File: config.mk
export PLATFORM = sky130hd
export DESIGN_NAME = mem_bus_arbiter_flat
export DESIGN_NICKNAME = d
export VERILOG_FILES = /design/src/rtl/mem_bus_arbiter_if.sv /design/src/rtl/mem_bus_arbiter.sv /design/src/flat_wrapper.sv
export SDC_FILE = /design/constraint.sdc
export NUM_CORES = 1
export LEC_CHECK = 0
export BUFFER_PORTS_ARGS = -buffer_cell sky130_fd_sc_hd__buf_2
export CAP_MARGIN = 20
export CORE_UTILIZATION = 50
export CTS_BUF_LIST = sky130_fd_sc_hd__clkbuf_8
export DETAILED_ROUTE_END_ITERATION = 7
export GPL_TIMING_DRIVEN = 1
export PLACE_DENSITY = 0.91
export SETUP_SLACK_MARGIN = 0.3
export SYNTH_ARGS = -nofsm -noshare
export SYNTH_HDL_FRONTEND = slang
export SYNTH_SLANG_ARGS = --single-unit
File: constraint.sdc
create_clock -name clk -period 2.1 [get_ports clk]
set_input_delay 0.315 -clock clk [delete_from_list [all_inputs] [get_ports clk]]
set_output_delay 0.315 -clock clk [all_outputs]
set_load 0.02 [all_outputs]
File: src/rtl/mem_bus_arbiter_if.sv
// Bundle of the IF port, MEM data port and shared memory bus seen by mem_bus_arbiter.
// The arbiter uses the slave modport; the environment (CPU side plus bus bridge) uses master.
interface mem_bus_arbiter_if;
  // Instruction-fetch port
  logic        inst_req;
  logic [31:0] inst_addr;
  logic        inst_addr_ok;
  logic        inst_data_ok;
  logic [31:0] inst_rdata;
  // Data (load/store) port
  logic        data_req;
  logic        data_wr;
  logic [1:0]  data_size;
  logic [31:0] data_addr;
  logic [31:0] data_wdata;
  logic        data_addr_ok;
  logic        data_data_ok;
  logic [31:0] data_rdata;
  // Shared bus towards the bridge
  logic        bus_req;
  logic        bus_wr;
  logic [1:0]  bus_size;
  logic [31:0] bus_addr;
  logic [31:0] bus_wdata;
  logic        bus_addr_ok;
  logic        bus_data_ok;
  logic [31:0] bus_rdata;

  modport slave (
    input  inst_req, inst_addr,
    output inst_addr_ok, inst_data_ok, inst_rdata,
    input  data_req, data_wr, data_size, data_addr, data_wdata,
    output data_addr_ok, data_data_ok, data_rdata,
    output bus_req, bus_wr, bus_size, bus_addr, bus_wdata,
    input  bus_addr_ok, bus_data_ok, bus_rdata
  );

  modport master (
    output inst_req, inst_addr,
    input  inst_addr_ok, inst_data_ok, inst_rdata,
    output data_req, data_wr, data_size, data_addr, data_wdata,
    input  data_addr_ok, data_data_ok, data_rdata,
    input  bus_req, bus_wr, bus_size, bus_addr, bus_wdata,
    output bus_addr_ok, bus_data_ok, bus_rdata
  );
endinterface

File: src/rtl/mem_bus_arbiter.sv
// Arbiter sharing one SRAM-like bus between instruction fetch and the MEM-stage data port.
// One outstanding transaction; data has fixed priority over inst.
// Optional anti-starvation guard for inst enabled by defining ARB_STARVE_GUARD_EN.
module mem_bus_arbiter #(
  parameter int unsigned STARVE_LIMIT = 4
) (
  input logic              clk,
  input logic              rst,
  mem_bus_arbiter_if.slave mif
);

  typedef enum logic [1:0] {StIdle, StReq, StWait} state_e;
  typedef enum logic [1:0] {OwnNone, OwnInst, OwnData} owner_e;

  state_e      state_q, state_d;
  owner_e      owner_q, owner_d;
  logic        wr_q, wr_d;
  logic [1:0]  size_q, size_d;
  logic [31:0] addr_q, addr_d;
  logic [31:0] wdata_q, wdata_d;
  logic [31:0] inst_rdata_q, data_rdata_q;
  logic        grant_inst, grant_data;
  logic        pick_data;

`ifdef ARB_STARVE_GUARD_EN
  localparam int unsigned CntW = $clog2(STARVE_LIMIT + 1);

  logic [CntW-1:0] starve_q;
  logic            inst_first;

  // Inst overrides data priority once data has won STARVE_LIMIT times in a row over it
  assign inst_first = mif.inst_req && (starve_q == CntW'(STARVE_LIMIT));
  assign pick_data  = mif.data_req && !inst_first;

  // Count data grants made while inst was waiting
  always_ff @(posedge clk) begin
    if (rst) begin
      starve_q <= '0;
    end else if (grant_inst) begin
      starve_q <= '0;
    end else if (grant_data) begin
      starve_q <= mif.inst_req ? starve_q + CntW'(1) : '0;
    end
  end
`else
  assign pick_data = mif.data_req;
`endif

  // State, owner and latched command registers
  always_ff @(posedge clk) begin
    if (rst) begin
      state_q <= StIdle;
      owner_q <= OwnNone;
      wr_q    <= 1'b0;
      size_q  <= 2'b00;
      addr_q  <= 32'h0;
      wdata_q <= 32'h0;
    end else begin
      state_q <= state_d;
      owner_q <= owner_d;
      wr_q    <= wr_d;
      size_q  <= size_d;
      addr_q  <= addr_d;
      wdata_q <= wdata_d;
    end
  end

  // Arbitration and transaction sequencing
  always_comb begin
    state_d    = state_q;
    owner_d    = owner_q;
    wr_d       = wr_q;
    size_d     = size_q;
    addr_d     = addr_q;
    wdata_d    = wdata_q;
    grant_inst = 1'b0;
    grant_data = 1'b0;
    unique case (state_q)
      StIdle: begin
        if (pick_data) begin
          grant_data = 1'b1;
          owner_d    = OwnData;
          wr_d       = mif.data_wr;
          size_d     = mif.data_size;
          addr_d     = mif.data_addr;
          wdata_d    = mif.data_wdata;
          state_d    = StReq;
        end else if (mif.inst_req) begin
          grant_inst = 1'b1;
          owner_d    = OwnInst;
          wr_d       = 1'b0;
          size_d     = 2'b10;
          addr_d     = mif.inst_addr;
          wdata_d    = 32'h0;
          state_d    = StReq;
        end
      end
      StReq: begin
        if (mif.bus_addr_ok) begin
          state_d = StWait;
        end
      end
      StWait: begin
        if (mif.bus_data_ok) begin
          owner_d = OwnNone;
          state_d = StIdle;
        end
      end
      default: begin
        owner_d = OwnNone;
        state_d = StIdle;
      end
    endcase
  end

  // Read data holds its last value between responses
  always_ff @(posedge clk) begin
    if (rst) begin
      inst_rdata_q <= 32'h0;
      data_rdata_q <= 32'h0;
    end else begin
      if (mif.inst_data_ok) inst_rdata_q <= mif.bus_rdata;
      if (mif.data_data_ok) data_rdata_q <= mif.bus_rdata;
    end
  end

  // Bus command and owner-routed handshakes; bus_data_ok outside WAIT is dropped here
  always_comb begin
    mif.bus_req      = (state_q == StReq);
    mif.bus_wr       = wr_q;
    mif.bus_size     = size_q;
    mif.bus_addr     = addr_q;
    mif.bus_wdata    = wdata_q;
    mif.inst_addr_ok = (state_q == StReq) && (owner_q == OwnInst) && mif.bus_addr_ok;
    mif.data_addr_ok = (state_q == StReq) && (owner_q == OwnData) && mif.bus_addr_ok;
    mif.inst_data_ok = (state_q == StWait) && (owner_q == OwnInst) && mif.bus_data_ok;
    mif.data_data_ok = (state_q == StWait) && (owner_q == OwnData) && mif.bus_data_ok;
    mif.inst_rdata   = mif.inst_data_ok ? mif.bus_rdata : inst_rdata_q;
    mif.data_rdata   = mif.data_data_ok ? mif.bus_rdata : data_rdata_q;
  end

endmodule

File: src/flat_wrapper.sv
// flat-port wrapper written by rule: the top's interface ports become plain ports
module mem_bus_arbiter_flat 
#(
  parameter int unsigned STARVE_LIMIT = 4
)
  (clk, rst, mif_inst_req, mif_inst_addr, mif_inst_addr_ok, mif_inst_data_ok, mif_inst_rdata, mif_data_req, mif_data_wr, mif_data_size, mif_data_addr, mif_data_wdata, mif_data_addr_ok, mif_data_data_ok, mif_data_rdata, mif_bus_req, mif_bus_wr, mif_bus_size, mif_bus_addr, mif_bus_wdata, mif_bus_addr_ok, mif_bus_data_ok, mif_bus_rdata);
  mem_bus_arbiter_if mif_i ();
  input logic clk;
  input logic rst;
  input wire logic [$bits(mif_i.inst_req)-1:0] mif_inst_req;
  input wire logic [$bits(mif_i.inst_addr)-1:0] mif_inst_addr;
  output wire logic [$bits(mif_i.inst_addr_ok)-1:0] mif_inst_addr_ok;
  output wire logic [$bits(mif_i.inst_data_ok)-1:0] mif_inst_data_ok;
  output wire logic [$bits(mif_i.inst_rdata)-1:0] mif_inst_rdata;
  input wire logic [$bits(mif_i.data_req)-1:0] mif_data_req;
  input wire logic [$bits(mif_i.data_wr)-1:0] mif_data_wr;
  input wire logic [$bits(mif_i.data_size)-1:0] mif_data_size;
  input wire logic [$bits(mif_i.data_addr)-1:0] mif_data_addr;
  input wire logic [$bits(mif_i.data_wdata)-1:0] mif_data_wdata;
  output wire logic [$bits(mif_i.data_addr_ok)-1:0] mif_data_addr_ok;
  output wire logic [$bits(mif_i.data_data_ok)-1:0] mif_data_data_ok;
  output wire logic [$bits(mif_i.data_rdata)-1:0] mif_data_rdata;
  output wire logic [$bits(mif_i.bus_req)-1:0] mif_bus_req;
  output wire logic [$bits(mif_i.bus_wr)-1:0] mif_bus_wr;
  output wire logic [$bits(mif_i.bus_size)-1:0] mif_bus_size;
  output wire logic [$bits(mif_i.bus_addr)-1:0] mif_bus_addr;
  output wire logic [$bits(mif_i.bus_wdata)-1:0] mif_bus_wdata;
  input wire logic [$bits(mif_i.bus_addr_ok)-1:0] mif_bus_addr_ok;
  input wire logic [$bits(mif_i.bus_data_ok)-1:0] mif_bus_data_ok;
  input wire logic [$bits(mif_i.bus_rdata)-1:0] mif_bus_rdata;
  assign mif_i.inst_req = mif_inst_req;
  assign mif_i.inst_addr = mif_inst_addr;
  assign mif_inst_addr_ok = mif_i.inst_addr_ok;
  assign mif_inst_data_ok = mif_i.inst_data_ok;
  assign mif_inst_rdata = mif_i.inst_rdata;
  assign mif_i.data_req = mif_data_req;
  assign mif_i.data_wr = mif_data_wr;
  assign mif_i.data_size = mif_data_size;
  assign mif_i.data_addr = mif_data_addr;
  assign mif_i.data_wdata = mif_data_wdata;
  assign mif_data_addr_ok = mif_i.data_addr_ok;
  assign mif_data_data_ok = mif_i.data_data_ok;
  assign mif_data_rdata = mif_i.data_rdata;
  assign mif_bus_req = mif_i.bus_req;
  assign mif_bus_wr = mif_i.bus_wr;
  assign mif_bus_size = mif_i.bus_size;
  assign mif_bus_addr = mif_i.bus_addr;
  assign mif_bus_wdata = mif_i.bus_wdata;
  assign mif_i.bus_addr_ok = mif_bus_addr_ok;
  assign mif_i.bus_data_ok = mif_bus_data_ok;
  assign mif_i.bus_rdata = mif_bus_rdata;
  mem_bus_arbiter #(.STARVE_LIMIT(STARVE_LIMIT)) u_core (.clk(clk), .rst(rst), .mif(mif_i));
endmodule
### After elaboration in Yosys (flattened, before gate mapping)

Cells that the tools add are included.

* register bits after elaboration: 135
* output and inout port bits: 136
* input bits: 137

* eq/ne operators: 7
* reduce and logical (&&, ||, !) cells: 13
* muxes and demuxes: 17
* bitwise operators: 1

Operators by type and width (number)
* $mux 32: 6
* $mux 2: 7
* $pmux 2 s3: 2
* $logic_and 1x1->1: 8
* $reduce_and 3->1: 2
* $eq 2x1->1 const B: 2
* $eq 2x2->1 const B: 2
* $ne 3x3->1 const B: 1
* $logic_not 2->1: 1
* $mux 1: 2
* $ne 2x1->1 const B: 1
* $ne 2x2->1 const B: 1
* $reduce_and 2->1: 1
* $reduce_bool 2->1: 1
* $not 1->1: 1

### Longest topological paths before layout

* word-level depth: 4
* depth in mapped cells: 7

### Worst setup path before layout

No wires, ideal clock.

* path type: register -> output
* from: reg u_core.state_q[0]
* to: out mif_data_rdata[19]
* path slack: 0.352 ns
* arrival: 1.433 ns
* data required time: 1.785 ns
* cell stages (with the launch flop): 7
* path through: dfxtp_1 buf_6 nand3b_4 nor2_1 buf_2 buf_4 mux2_2

* word-level cells in the longest chain between the ends: 4

Ends and longest elaborated chain
* from (decl): RTL line mem_bus_arbiter.sv:15 `state_e state_q, state_d;`
* from (signal assigned): RTL line mem_bus_arbiter.sv:52 `state_q <= StIdle;`
* from (signal assigned): RTL line mem_bus_arbiter.sv:59 `state_q <= state_d;`
* $eq 2x2->1: RTL line mem_bus_arbiter.sv:137 `mif.data_data_ok = (state_q == StWait) && (owner_q == OwnData) && mif.bus_data_ok;`
* $logic_and 1x1->1 (2 in a row): RTL line mem_bus_arbiter.sv:137
* $mux 32: RTL line mem_bus_arbiter.sv:139 `mif.data_rdata = mif.data_data_ok ? mif.bus_rdata : data_rdata_q;`
* to (decl): RTL line flat_wrapper.sv:22 `output wire logic [$bits(mif_i.data_rdata)-1:0] mif_data_rdata;`

Every way passes these cells.

### Worst setup path after layout

* from: reg u_core.state_q[0]
* to: out mif_inst_rdata[4]

* word-level cells in the longest chain between the ends: 4

Ends and longest elaborated chain
* $eq 2x2->1: RTL line mem_bus_arbiter.sv:136 `mif.inst_data_ok = (state_q == StWait) && (owner_q == OwnInst) && mif.bus_data_ok;`
* $logic_and 1x1->1 (2 in a row): RTL line mem_bus_arbiter.sv:136
* $mux 32: RTL line mem_bus_arbiter.sv:138 `mif.inst_rdata = mif.inst_data_ok ? mif.bus_rdata : inst_rdata_q;`
* to (decl): RTL line flat_wrapper.sv:14 `output wire logic [$bits(mif_i.inst_rdata)-1:0] mif_inst_rdata;`

Every way passes these cells.

==> flow_metrics.py <==
metrics = {
    "finish": {
        "final_util_pct": 74.1,
        "fillerInstances": 831,
        "layout-drive-gt1-share_pct": 45.9,
        "fin_nets": 1067,
        "areaGrowthSynthToFinish_pct": 44.5,
    },
    "global_routing": {
        "overflow": 0,
        "grt_use_total_pct": 27.3,
        "pin_count_of_the_biggest_net_entering_global_routing": 71,
        "grt_antenna_before_repair": 4,
        "grt_pass1_vias": 5761,
        "grt_first_pass_wirelength_mm": 28.2,
    },
    "sta": {
        "worst_slew_margin_pct": 55.1,
        "finalMaxSlewViolations": 0,
        "worst-slew-pin-transition_ps": 673,
        "setup_repair_after_global_routing_missed_its_margin": "yes",
        "timing.final.crit_share_pct": 107,
        "postLayoutSetupSlackWorst_ps": -157,
        "setup_viol_count_final": 64,
        "fin_crit_ps": 2260,
        "whs_ps": 109,
        "fmax_mhz": 443,
        "final-hold-violation-count": 0,
        "fin_skew_ps": 7.08,
    },
    "setup_path": {
        "cp_slowest_stage_delay_ps": 360,
        "path_cells": "nand3b_4 > or2_4 > clkbuf_16 > mux2_4 > buf_2",
        "cp_data_arrival_time_ps": 1940,
        "crit_path_top_delay_cell": "sky130_fd_sc_hd__or2_4",
        "timing.critical_path.to_type": "primary output",
        "classification_of_the_worst_setup_path": "reg -> out",
        "worst_ep_required_time_ps": 1780,
        "critical_path.top_delay_family": "simple AND/OR/NAND/NOR gates",
        "critical_path.max_fanout": 9,
        "start_kind": "flip-flop",
        "cp.buffers_inverters": 2,
    },
    "cts": {
        "path_clk_slew_ps": 80,
        "htree_levels": 4,
        "worstSkewPairLatency_ps": 430,
        "holdBufCountCts": 0,
        "tritoncts": "yes",
        "clock_path_buffers": 2,
        "cts-root-buf": "sky130_fd_sc_hd__clkbuf_8",
        "cts.sinks": 135,
        "cts-buffers-inserted": 17,
    },
    "drt": {
        "route.detailed.drc": 0,
        "dr_total_vias": 6082,
        "antenna_left": 0,
        "first_pass_iters": 6,
        "route.detailed.wl_per_inst_um": 18.4,
        "viasPerCell": 5.44,
        "wl_final_mm": 20.6,
        "drt_first_iter_violations": 370,
    },
    "place": {
        "gp_routability_congestion": 0.789,
        "dp.final_hpwl_mm": 12.4,
        "io_buffer_count": 272,
    },
    "logic_synthesis": {
        "sequential_fraction_of_the_synthesis_area_pct": 41.8,
        "yosys_register_bits": 135,
        "synth_top_area_share_pct": 41.8,
        "ys_dominant_reg_cell": "sky130_fd_sc_hd__dfxtp_1",
        "syn_area_mm2": 0.00647,
        "postSynthAreaPerCell_um2": 9.95,
        "syn-num-nets": 787,
        "synth.area.top_cells": "sky130_fd_sc_hd__dfxtp_1 42%, sky130_fd_sc_hd__mux2i_1 15%, sky130_fd_sc_hd__nand2b_1 9.7%, sky130_fd_sc_hd__mux2_4 6.5%, sky130_fd_sc_hd__mux2_2 6.3%",
        "synth_async_sr_flop_share_pct": 0,
        "synthCells": 650,
        "yosys.cell_types.count": 28,
        "synth-warning-count": 0,
        "yosysTopAreaCell": "sky130_fd_sc_hd__dfxtp_1",
        "synth-edff-count": 0,
    },
    "floorplanning": {
        "die_h_um": 116,
        "placement_rows": 41,
        "pin_count": 273,
        "die_w_um": 116,
        "floorplan.die_area_mm2": 0.0134,
        "initial_core_util_pct": 51.3,
        "core_region_area_mm2": 0.0126,
    },
    "pwr": {
        "power.density_cell_area_mw_per_mm2": 665,
        "vdd.ir_drop.worst_uv": 718,
        "leakagePower_nw": 4.46,
    },
    "min_path": {
        "hold_wc_path_type": "in -> reg",
    },
    "status": {
        "failed_checks": "setup timing",
        "outcome": "finished, violations left",
    },
    "job": {
        "max_cap_violations": 0,
    },
}
## routing by layer
metal	global-route usage [%]	vias up	wire length, um
li1	-	2832	-
met1	30.9	2902	7690
met2	47.4	292	10600
met3	9.05	56	1530
met4	10.9	0	722
met5	0	-	0
## final cells by class
cell class              count  area (um2)  area share (%)
clock inverters            12         174            1.86
multi-input cells         454        3610            38.6
inverters                   3        11.3           0.120
diodes                      4        10.0           0.107
well taps                 172         215            2.30
clock buffers              20         275            2.95
repair buffers            319        2340            25.0
flip-flops and latches    135        2710            29.0
## cells in the final DEF, fill, tap and decap left out, types with 2 or more instances in the layout
cell | Yosys | final
sky130_fd_sc_hd__a211oi_1 | 32 | 32
sky130_fd_sc_hd__a21oi_1 | 70 | 70
sky130_fd_sc_hd__a31oi_1 | 2 | 2
sky130_fd_sc_hd__buf_12 | 0 | 9
sky130_fd_sc_hd__buf_2 | 22 | 213
sky130_fd_sc_hd__buf_4 | 6 | 31
sky130_fd_sc_hd__buf_6 | 5 | 58
sky130_fd_sc_hd__bufbuf_16 | 0 | 2
sky130_fd_sc_hd__bufinv_16 | 0 | 4
sky130_fd_sc_hd__clkbuf_16 | 0 | 5
sky130_fd_sc_hd__clkbuf_8 | 0 | 20
sky130_fd_sc_hd__clkinv_2 | 0 | 3
sky130_fd_sc_hd__clkinvlp_4 | 0 | 4
sky130_fd_sc_hd__dfxtp_1 | 135 | 131
sky130_fd_sc_hd__dfxtp_2 | 0 | 2
sky130_fd_sc_hd__dfxtp_4 | 0 | 2
sky130_fd_sc_hd__diode_2 | 0 | 4
sky130_fd_sc_hd__inv_1 | 3 | 3
sky130_fd_sc_hd__mux2_2 | 36 | 6
sky130_fd_sc_hd__mux2_4 | 28 | 58
sky130_fd_sc_hd__mux2i_1 | 96 | 96
sky130_fd_sc_hd__nand2_1 | 37 | 36
sky130_fd_sc_hd__nand2b_1 | 100 | 98
sky130_fd_sc_hd__nand2b_4 | 0 | 2
sky130_fd_sc_hd__nand3_1 | 2 | 2
sky130_fd_sc_hd__nor2_1 | 6 | 2
sky130_fd_sc_hd__nor2_2 | 1 | 4
sky130_fd_sc_hd__nor3_1 | 2 | 2
sky130_fd_sc_hd__o21ai_0 | 26 | 26
sky130_fd_sc_hd__o21ai_1 | 8 | 8
## per-stage QoR
| stage | power, mW | std cells | cell area [um2] | worst slack (ps) | TNS (ps) |
|---|---|---|---|---|---|
| after floorplan | 3.39 | 650 | 6470 | 352 | 0 |
| after global placement | 3.76 | 1052 | 7960 | 252 | 0 |
| after detailed placement | 3.78 | 1052 | 7960 | 226 | 0 |
| after CTS | 6.19 | 1098 | 8620 | -159 | -7710 |
| after global routing | 6.46 | 1119 | 9350 | -223 | -9570 |
| final | 6.21 | 1119 | 9350 | -157 | -5210 |
## final timing paths
check	cells after the start	startpoint	slack, ps	endpoint
setup / recovery	5	u_core.state_q[0]$_SDFFE_PP0P_	-160	mif_inst_rdata[4]
hold reg to reg	2	u_core.data_rdata_q[0]$_SDFF_PP0_	470	u_core.data_rdata_q[0]$_SDFF_PP0_
hold / removal	3	mif_data_wdata[21]	110	u_core.mif.bus_wdata[21]$_SDFFE_PP0P_
setup reg to reg	6	u_core.owner_q[0]$_SDFFE_PP0P_	520	u_core.data_rdata_q[17]$_SDFF_PP0_
## registers in the layout, indices dropped and copies added (netlist names)
signal	cells
u_core.data_rdata_q	32
u_core.inst_rdata_q	32
u_core.mif.bus_addr	32
u_core.mif.bus_size	2
u_core.mif.bus_wdata	32
u_core.mif.bus_wr	1
u_core.owner_q	2
u_core.state_q	2
## cells by family (layout without fill, tap and decap cells)
logic type,count (synthesis),in the layout,synth area share (%)
AND/OR/NAND/NOR,155,155,13.6
flip-flops,135,135,41.8
AO/OA/AOI/OAI,139,139,12.1
multiplexers,160,160,27.6
buffers and inverters,61,354,4.91
other,0,4,0
## tightest hold or removal path: stages
cell and delay, ps:
sky130_fd_sc_hd__buf_2 100, sky130_fd_sc_hd__nand2_1 40, sky130_fd_sc_hd__a21oi_1 50
## Yosys cell counts (all sizes together), types with 3 or more instances
master	count
mux2	64
a21oi	70
a211oi	32
mux2i	96
or2	3
nand2b	100
o21ai	34
nand2	37
clkbuf	25
dfxtp	135
nor2	7
buf	33
inv	3
## what timing repair did
item / in CTS / in global routing
gates resized for setup: 18 / 147
buffers inserted: 12 / 11
cloned: 2 / 6
pin swaps: 2 / 2
endpoints found under the setup margin: 68 / 68
## where the power goes
part / leakage (nW) / total (mW) / switching, mW / internal, mW
registers: 1.10 / 2.76 / 0.0685 / 2.69
clock network: 0.217 / 2.42 / 1.03 / 1.38
logic: 3.14 / 1.04 / 0.619 / 0.421
total: 4.46 / 6.21 / 1.72 / 4.49
Power figures use the tool's default switching activity.
